<file path="src/rtl/matriz_pkg.sv">
// matriz_pkg -- shared constants and helpers for the LED-matrix puzzle engine.
//   MAPA_PADRAO      : default 8x8 / 8-button toggle-region map. Each button owns
//                      a 64-bit slice {row7 .. row0}, one byte per row, bit c = column c.
//   N_NIVEIS_PADRAO  : default number of valid levels.
//   linhas_ativas()  : rows scanned for a level, min(2*nivel+1, n_rows).
package matriz_pkg;

  localparam int N_NIVEIS_PADRAO = 5;

  // Buttons 0, 4, 5 and 7 split row 0 into disjoint pieces so level 0 is
  // winnable; the remaining buttons overlap others to make the puzzle non-trivial.
  localparam logic [511:0] MAPA_PADRAO = {
    64'h8080_8080_8080_8080,  // b7: column 7, all rows
    64'hFFFF_0000_0000_0000,  // b6: rows 6-7, all columns
    64'h0000_0000_6060_6060,  // b5: rows 0-3, columns 5-6
    64'h0000_0000_0000_1818,  // b4: rows 0-1, columns 3-4
    64'h0000_003C_3C3C_0000,  // b3: rows 2-4, columns 2-5
    64'h3838_3800_0000_0000,  // b2: rows 5-7, columns 3-5
    64'h0000_0707_0700_0000,  // b1: rows 3-5, columns 0-2
    64'h0000_0000_0007_0707   // b0: rows 0-2, columns 0-2
  };

  function automatic int linhas_ativas(input logic [2:0] nivel, input int n_rows);
    int n;
    n = 2 * int'(nivel) + 1;
    return (n > n_rows) ? n_rows : n;
  endfunction

endpackage

</file>
<file path="src/rtl/sincroniza_botoes.sv">
// sincroniza_botoes -- two-flop synchroniser and rising-edge detector.
//   clk, rst : system clock, async active-high reset
//   botoes   : raw (debounced, asynchronous) button levels
//   borda    : one-cycle registered pulse per button on each press
// The edge term s2 & ~prev is registered, so a level first sampled at edge k
// yields borda high during the cycle after edge k+2 (consumed at edge k+3).
module sincroniza_botoes #(
  parameter int N = 8
) (
  input  logic         clk,
  input  logic         rst,
  input  logic [N-1:0] botoes,
  output logic [N-1:0] borda
);

  logic [N-1:0] s1, s2, prev;

  always_ff @(posedge clk or posedge rst) begin
    if (rst) begin
      s1    <= '0;
      s2    <= '0;
      prev  <= '0;
      borda <= '0;
    end else begin
      s1    <= botoes;
      s2    <= s1;
      prev  <= s2;
      borda <= s2 & ~prev;
    end
  end

endmodule

</file>
<file path="src/rtl/matriz_leds_param.sv">
// matriz_leds_param -- LED-matrix light-toggling puzzle engine.
//   clk, rst        : system clock, async active-high reset
//   botoes          : debounced button levels (asynchronous)
//   nivel           : current level; levels >= N_NIVEIS blank the matrix
//   limpa           : synchronous clear of field and move counter
//   colunas         : active-low column drive for the selected row
//   linhas          : active-high one-hot row select
//   nivel_concluido : registered "all active rows lit" flag
//   vitoria_pulso   : one-cycle pulse on the rise of nivel_concluido
//   jogadas         : accepted-move counter, saturating at 255
module matriz_leds_param
  import matriz_pkg::*;
#(
  parameter int N_ROWS   = 8,
  parameter int N_COLS   = 8,
  parameter int N_BTNS   = 8,
  parameter int N_NIVEIS = N_NIVEIS_PADRAO,
  parameter int SCAN_DIV = 1024,
  parameter logic [N_BTNS*N_ROWS*N_COLS-1:0] MAPA = MAPA_PADRAO
) (
  input  logic              clk,
  input  logic              rst,
  input  logic [N_BTNS-1:0] botoes,
  input  logic [2:0]        nivel,
  input  logic              limpa,
  output logic [N_COLS-1:0] colunas,
  output logic [N_ROWS-1:0] linhas,
  output logic              nivel_concluido,
  output logic              vitoria_pulso,
  output logic [7:0]        jogadas
);

  localparam int CELLS = N_ROWS * N_COLS;
  localparam int RA_W  = $clog2(N_ROWS + 1);
  localparam int DIV_W = (SCAN_DIV > 1) ? $clog2(SCAN_DIV) : 1;

  logic [N_BTNS-1:0] borda;
  logic [CELLS-1:0]  campo;
  logic [CELLS-1:0]  mascara;
  logic [RA_W-1:0]   rows_ativas;
  logic [RA_W-1:0]   idx;
  logic [DIV_W-1:0]  div_cnt;
  logic              aceita;
  logic              concluido_next;

  sincroniza_botoes #(.N(N_BTNS)) u_sincroniza (
    .clk    (clk),
    .rst    (rst),
    .botoes (botoes),
    .borda  (borda)
  );

  always_comb begin
    rows_ativas = '0;
    if (int'(nivel) < N_NIVEIS)
      rows_ativas = RA_W'(linhas_ativas(nivel, N_ROWS));
  end

  // Regions are XOR-combined so a cell hit by two simultaneous presses
  // toggles twice and ends up unchanged.
  always_comb begin
    mascara = '0;
    for (int b = 0; b < N_BTNS; b++)
      if (borda[b]) mascara = mascara ^ MAPA[b*CELLS +: CELLS];
  end

  assign aceita = (|borda) && !nivel_concluido && !limpa;

  always_comb begin
    concluido_next = (rows_ativas != '0);
    for (int r = 0; r < N_ROWS; r++)
      if ((RA_W'(r) < rows_ativas) && !(&campo[r*N_COLS +: N_COLS]))
        concluido_next = 1'b0;
  end

  always_ff @(posedge clk or posedge rst) begin
    if (rst) begin
      campo           <= '0;
      jogadas         <= '0;
      nivel_concluido <= 1'b0;
      vitoria_pulso   <= 1'b0;
    end else begin
      if (limpa) begin
        campo   <= '0;
        jogadas <= '0;
      end else if (aceita) begin
        campo <= campo ^ mascara;
        if (jogadas != 8'hFF) jogadas <= jogadas + 8'd1;
      end
      nivel_concluido <= concluido_next;
      vitoria_pulso   <= concluido_next & ~nivel_concluido;
    end
  end

  // Row scan. An index left out of range by a level change restarts at row 0.
  always_ff @(posedge clk or posedge rst) begin
    if (rst) begin
      idx     <= '0;
      div_cnt <= '0;
    end else if (idx >= rows_ativas) begin
      idx     <= '0;
      div_cnt <= '0;
    end else if (div_cnt == DIV_W'(SCAN_DIV - 1)) begin
      div_cnt <= '0;
      idx     <= (idx == rows_ativas - RA_W'(1)) ? '0 : idx + RA_W'(1);
    end else begin
      div_cnt <= div_cnt + DIV_W'(1);
    end
  end

  always_comb begin
    linhas  = '0;
    colunas = '1;
    if (rows_ativas != '0) begin
      for (int r = 0; r < N_ROWS; r++) begin
        if (idx == RA_W'(r)) begin
          linhas[r] = 1'b1;
          colunas   = ~campo[r*N_COLS +: N_COLS];
        end
      end
    end
  end

endmodule

</file>
<file path="config.mk">
export PLATFORM = sky130hd
export DESIGN_NAME = matriz_leds_param
export DESIGN_NICKNAME = d
export VERILOG_FILES = /design/src/rtl/matriz_pkg.sv /design/src/rtl/sincroniza_botoes.sv /design/src/rtl/matriz_leds_param.sv
export SDC_FILE = /design/constraint.sdc
export NUM_CORES = 1
export LEC_CHECK = 0
export BUFFER_PORTS_ARGS = -buffer_cell sky130_fd_sc_hd__buf_2
export CORE_MARGIN = 4
export CORE_UTILIZATION = 45
export DETAILED_ROUTE_END_ITERATION = 12
export GPL_TIMING_DRIVEN = 0
export REMOVE_ABC_BUFFERS = 1
export SETUP_SLACK_MARGIN = 0.3
export SYNTH_ARGS = -nofsm -noshare
export SYNTH_HDL_FRONTEND = slang
export SYNTH_SLANG_ARGS = --single-unit
</file>
<file path="constraint.sdc">
create_clock -name clk -period 11.5 [get_ports clk]
set_input_delay 2.875 -clock clk [delete_from_list [all_inputs] [get_ports clk]]
set_output_delay 2.875 -clock clk [all_outputs]
set_load 0.03 [all_outputs]
</file>
==> results_dict.tcl, run 1 <==
set metrics [dict create \
    post_cts.repair.setup_buffers 0 \
    p_int_w 0.000943 \
    cts_root_buf "clkbuf_16" \
    layout_commonest_cell "dfrtp_1" \
    grt_max_degree 74 \
    holdWs_ns 0.345 \
    h-tree-depth 4 \
    slowest_delay_ns 0.38 \
    synth-edff-count 0 \
    cpMostUsedCell "buf_2" \
    swShare 0.266 \
    synth_area_sq_mm 0.00574 \
    core_area_sq_mm 0.0126 \
    cts_sinks 118 \
    wl_um 12600 \
    clk_path_buf_depth 2 \
    setup_ws_ns 4.15 \
    cts_tree "done" \
    rsz0062_at_grt "no" \
    routedWlPerCell_um 15.7 \
    hold_class "reg -> reg" \
    area_growth_pct 17.4 \
    pre_cts_ws_ns 4.20 \
    async_flop_share 1.00 \
    fmax_mhz 136 \
    diodes 0 \
    drc_errors 0 \
    cpMaxStageDelayCell "nand3_1" \
    ys_ff_latch 118 \
    routed_via_density 5.23 \
    hold_buffers 0 \
    fin_setup_tns_ns 0 \
    ys_types 50 \
    setup_viol 0 \
    initial_utilization 0.457 \
    vias 4182 \
    crit_path_end_kind "output port" \
    grt_overflow 0 \
    placementRows 41 \
    drt_first_pass_iters 4 \
    min_period_ns 7.35 \
    post-route-period-util 0.639 \
    dieArea_sq_mm 0.0146 \
    critical_path_class "in -> out" \
    die_w_um 121 \
    io_pins 40 \
    p_leak_nw 2.91 \
    layout_common_cells "dfrtp_1 (118), nor2_1 (103), xnor2_1 (63), nand2_1 (50), buf_2 (38)" \
    avgSynthCellArea_sq_um 9.75 \
    worst_slew_pin_slew_ns 1.14 \
    finClkSkew_ns 0.00795 \
    status "completed" \
    synth_top_flop_cell "dfrtp_1" \
    clk-insertion-delay-late_ns 0.41 \
    crit_required_ns 8.63 \
    syn_inst 589 \
    cap_violations 0 \
    slew_headroom 0.238 \
    grtUsageTotal 0.184 \
    dp_hpwl_um 8310 \
    pwr-share-comb 0.142 \
    drt-initial-drc-count 256 \
    portBuffers 39 \
    worstPathArrival_ns 4.47 \
    stdcell_count 799 \
    clk_pin_slew_worst_paths_ns 0.05 \
    drive_above_1_share 0.132 \
    drv_slew 0 \
    dp_cells 768 \
    antenna_left 0 \
    antenna_found_initial 0 \
    switchingPower_w 0.000342 \
    p_per_area_mw_per_mm2 191 \
    vdd_drop_max_mv 0.0912 \
    clkPwrFrac 0.474 \
    grt_pass1_vias 4111 \
    n_fill_cell 1112 \
    gp_congestion 0.886 \
    path_max_fanout 14 \
    pwr-share-seq 0.385 \
    worst_setup_path_start_kind "primary input" \
    finalHoldViolCount 0 \
    grt_pass1_wl_um 20900 \
    nNetsFinal 644 \
    yosysSeqAreaShare 0.514 \
    post-route-util 0.536 \
    path_cells "buf_2 -> inv_1 -> nand2_1 -> ha_1 -> nand3_1 -> o211ai_1 -> buf_2" \
    yosysWarningCount 0 \
    cts-resized-gates 0 \
    die_h_um 121 \
    cts_buffers 17 \
]
==> stage by stage <==
stage,cell area (sq um),power [W]
2_1_floorplan,5610,0.000622
3_3_place_gp,6020,0.000673
3_5_place_dp,6050,0.000681
4_1_cts,6740,0.00130
5_1_grt,6740,0.00134
6_report,6740,0.00129
==> sequential cells by signal, summed over array words and instances (netlist names) <==
signal              cells
u_sincroniza.prev       8
vitoria_pulso           1
jogadas                 8
u_sincroniza.s1         8
div_cnt                10
nivel_concluido         1
u_sincroniza.s2         8
u_sincroniza.borda      8
idx                     4
campo                  62
==> cell type report <==
cell class	instances	area (sq um)	area share
clock buffers	20	467	0.0692
clock inverters	11	221	0.0329
inverters	20	80.1	0.0119
multi-input cells	418	2580	0.383
flip-flops and latches	118	2950	0.438
well taps	172	215	0.0319
repair buffers	40	225	0.0334
==> worst max-delay path, delay by kind of cell <==
family / cells / cell delay, ns
compound gates: 1 / 0.29
fa+ha+maj: 1 / 0.24
buf+inv: 3 / 0.51
simple gates: 2 / 0.55
==> layer usage <==
layer | part of all wire | GRT usage | vias up
met5 | 0 | 0 | -
met4 | 0.021 | 0.0715 | 0
met3 | 0.046 | 0.0517 | 17
met2 | 0.47 | 0.288 | 90
met1 | 0.46 | 0.244 | 2071
li1 | - | - | 2004
==> cell families after synthesis <==
family	Yosys count	share of synthesized area
AND/OR/NAND/NOR	244	0.207
flip-flops	118	0.514
XOR/XNOR	81	0.124
AO/OA/AOI/OAI	77	0.0841
buffers and inverters	53	0.0368
adder cells (fa/ha/maj)	15	0.0327
multiplexers	1	0.00174
==> power groups by stage <==
| stage | clock network, W | logic [W] | registers, W |
|---|---|---|---|
| finish | 0.000609 | 0.000182 | 0.000494 |
| detailed placement | 0 | 0.000181 | 0.000500 |
| global route | 0.000640 | 0.000203 | 0.000499 |
| global placement | 0 | 0.000175 | 0.000498 |
| CTS | 0.000619 | 0.000184 | 0.000494 |
| floorplan | 0 | 0.000133 | 0.000490 |
==> Yosys cell counts (all sizes together), types with 2 or more instances <==
cell | count | area (sq um)
nor2 | 104 | 398
nand3 | 12 | 60.1
nor3b | 4 | 40.0
o21ai | 18 | 90.1
inv | 20 | 75.1
a31oi | 7 | 43.8
o211ai | 20 | 155
or4 | 2 | 15.0
nor4 | 7 | 65.1
dfrtp | 118 | 2950
and3 | 8 | 50.1
nor2b | 25 | 156
buf | 5 | 31.3
xor2 | 18 | 158
xnor2 | 63 | 552
ha | 15 | 188
a21oi | 22 | 110
nor3 | 5 | 30.0
nor4b | 3 | 32.5
clkbuf | 28 | 105
and2 | 3 | 18.8
nand2 | 51 | 194
nand4 | 13 | 81.3
nand2b | 3 | 18.8
==> path summary, 6_finish.rpt <==
check | cells past startpoint | slack [ns] | from | endpoint
setup / recovery | 7 | 4.15 | nivel[2] | colunas[4]
hold / removal | 0 | 0.35 | u_sincroniza.s1[1] | u_sincroniza.s2[1]
setup reg to reg | 7 | 9.25 | idx[0] | div_cnt[0]
hold reg to reg | 0 | 0.35 | u_sincroniza.s1[1] | u_sincroniza.s2[1]
max in group asynchronous | 3 | 8.31 | rst | campo[23]
min in group asynchronous | 2 | 2.50 | rst | u_sincroniza.s1[2]
No activity file was read; power rests on OpenSTA's default activity.
==> run 2: changes to the inputs <==
--- a/config.mk
+++ b/config.mk
@@ -5,6 +5,7 @@
 export SDC_FILE = /design/constraint.sdc
 export NUM_CORES = 1
 export LEC_CHECK = 0
+export ABC_AREA = 1
 export BUFFER_PORTS_ARGS = -buffer_cell sky130_fd_sc_hd__buf_2
 export CORE_MARGIN = 4
 export CORE_UTILIZATION = 45
==> constraint.sdc (replaced) <==
create_clock -name clk -period 6.3 [get_ports clk]
set_input_delay 1.575 -clock clk [delete_from_list [all_inputs] [get_ports clk]]
set_output_delay 1.575 -clock clk [all_outputs]
set_load 0.03 [all_outputs]
==> run 2 against run 1 <==
Compared with the run above: synthesized cell count increased by 43%; final area is 9.1% higher; cell count is 32% higher; global-route usage rose by 1.7 points; largest cell class unchanged.
==> results_dict.tcl, run 2 <==
set metrics [dict create \
    layout_common_cells "nand2_1 (163), inv_1 (131), dfrtp_1 (118), nand3_1 (96), nor2_1 (87)" \
    cap_violations 0 \
    clk_path_buf_depth 2 \
    pre_cts_ws_ns 1.32 \
    async_flop_share 1.00 \
    diodes 0 \
    dp_hpwl_um 10200 \
    syn_inst 844 \
    synth.top_cells.by_count "nand2_1 (163), inv_1 (133), dfrtp_1 (118), nand3_1 (96), nor2_1 (87)" \
    muxShareOfSynthArea 0 \
    io_pins 40 \
    post-route-period-util 0.790 \
    synth-edff-count 0 \
    cts_sinks 118 \
    slowest_delay_ns 0.51 \
    grtUsageTotal 0.201 \
    die_h_um 128 \
    clk_pin_slew_worst_paths_ns 0.05 \
    vias 5464 \
    layout_commonest_cell "nand2_1" \
    rsz0062_at_grt "no" \
    synth_compound_area_frac 0.0983 \
    min_period_ns 4.98 \
    synthSimpleGateAreaFrac 0.255 \
    grt_pass1_wl_um 26200 \
    drt-initial-drc-count 433 \
    antenna_found_initial 0 \
    avgSynthCellArea_sq_um 7.62 \
    gp_congestion 0.837 \
    cts_root_buf "clkbuf_16" \
    dieArea_sq_mm 0.0163 \
    n_fill_cell 1306 \
    dp_cells 1026 \
    setup_viol 0 \
    largest_registers "campo: 62 flops, div_cnt: 10 flops" \
    antenna_left 0 \
    drv_slew 0 \
    synth_top_area_share 0.459 \
    grt_overflow 0 \
    routedWlPerCell_um 14.5 \
    stdcell_count 1058 \
    vdd_drop_max_mv 0.188 \
    ys_ff_latch 118 \
    grt_pass1_vias 5361 \
    cp_num_buf_inv 4 \
    synth_top_family_by_area "simple AND/OR/NAND/NOR gates" \
    drc_errors 0 \
    clk-insertion-delay-late_ns 0.42 \
    ys_types 32 \
    grt_max_degree 100 \
    slew_headroom 0.318 \
    synthAdderAreaFrac 0.0292 \
    place_area_sq_mm 0.00671 \
    critical_path_class "in -> out" \
    stdcell_area_sq_mm 0.00735 \
    area_growth_pct 14.4 \
    crit_path_end_kind "output port" \
    die_w_um 128 \
    cts_tree "done" \
    p_per_area_mw_per_mm2 290 \
    finClkSkew_ns 0.00749 \
    h-tree-depth 4 \
    drive_above_1_share 0.0911 \
    drt_first_pass_iters 5 \
    p_leak_nw 3.66 \
    path_max_fanout 16 \
    placementRows 43 \
    finalHoldViolCount 0 \
    hold_buffers 0 \
    synth_xor_area_frac 0.0504 \
    portBuffers 39 \
    yosysMostFrequentCell "nand2_1" \
    cpMaxStageDelayCell "nand2_1" \
    status "completed" \
    synth_area_sq_mm 0.00643 \
    synth_top_flop_cell "dfrtp_1" \
    setup_ws_ns 1.32 \
    worst_setup_path_start_kind "primary input" \
    path_cells "buf_2 -> inv_1 -> nor2_1 -> inv_1 -> ha_1 -> nand2_1 -> nand3_1 -> nor2_1 -> a21oi_1 -> buf_2" \
    yosysWarningCount 0 \
    yosysSeqAreaShare 0.459 \
    post_cts.repair.setup_buffers 0 \
    initial_utilization 0.461 \
    top_register "campo" \
    crit_required_ns 4.72 \
    cts_buffers 17 \
    cts-resized-gates 0 \
    hold_class "reg -> reg" \
    wl_um 15400 \
    core_area_sq_mm 0.0139 \
    path_delay_family "simple AND/OR/NAND/NOR gates" \
    rrSetupSlack_ns 3.63 \
    largest_register_ffs 62 \
    fmax_mhz 201 \
    worst_slew_pin_slew_ns 1.02 \
    routed_via_density 5.16 \
    worstPathArrival_ns 3.40 \
    nNetsFinal 895 \
    fin_setup_tns_ns 0 \
    total_power_w 0.00213 \
    synth_largest_area_cell "dfrtp_1" \
    synth_area_leaders "dfrtp_1 (46%), nand2_1 (9.5%), inv_1 (7.8%)" \
]
-- run 2: layout make-up --
| class | count | area, sq um | share of cell area |
|---|---|---|---|
| multi-input combinational | 553 | 2780 | 0.378 |
| clock inverter | 13 | 206 | 0.0281 |
| clock buffer | 18 | 429 | 0.0584 |
| tap | 180 | 225 | 0.0306 |
| timing repair buffer | 42 | 250 | 0.0340 |
| sequential | 118 | 2950 | 0.401 |
| inverter | 134 | 508 | 0.0691 |
-- run 2: logic make-up after synthesis --
kind of cell	after synthesis
adder cells (fa/ha/maj)	15
AO/OA/AOI/OAI	120
flip-flops	118
AND/OR/NAND/NOR	381
buffers and inverters	173
XOR/XNOR	37
-- run 2: worst paths after layout --
check,from,to,depth (start not counted)
max,nivel[0],colunas[5],10
min,u_sincroniza.s1[3],u_sincroniza.s2[3],0
max reg2reg,u_sincroniza.borda[6],jogadas[1],10
min reg2reg,u_sincroniza.s1[3],u_sincroniza.s2[3],0
max in group asynchronous,rst,campo[48],3
min in group asynchronous,rst,u_sincroniza.s1[0],2
-- run 2: routing by layer --
layer / vias up / GRT usage / part of all wire
met4: 0 / 0.0826 / 0.023
met1: 2591 / 0.268 / 0.45
met2: 113 / 0.317 / 0.48
met3: 33 / 0.0481 / 0.047
met5: - / 0 / 0
li1: 2727 / - / -
-- run 2: where the power goes --
| group | total, W | internal [W] | switching, W |
|---|---|---|---|
| Sequential | 0.000868 | 0.000813 | 0.0000549 |
| Combinational | 0.000213 | 0.0000750 | 0.000138 |
| Clock | 0.00105 | 0.000698 | 0.000352 |
-- run 2: stage by stage --
stage	hold slack, ns	utilization
global placement	0.332	0.478
CTS	0.352	0.527
global route	0.355	0.528
finish	0.347	0.528
floorplan	0.331	-
detailed placement	0.339	0.482
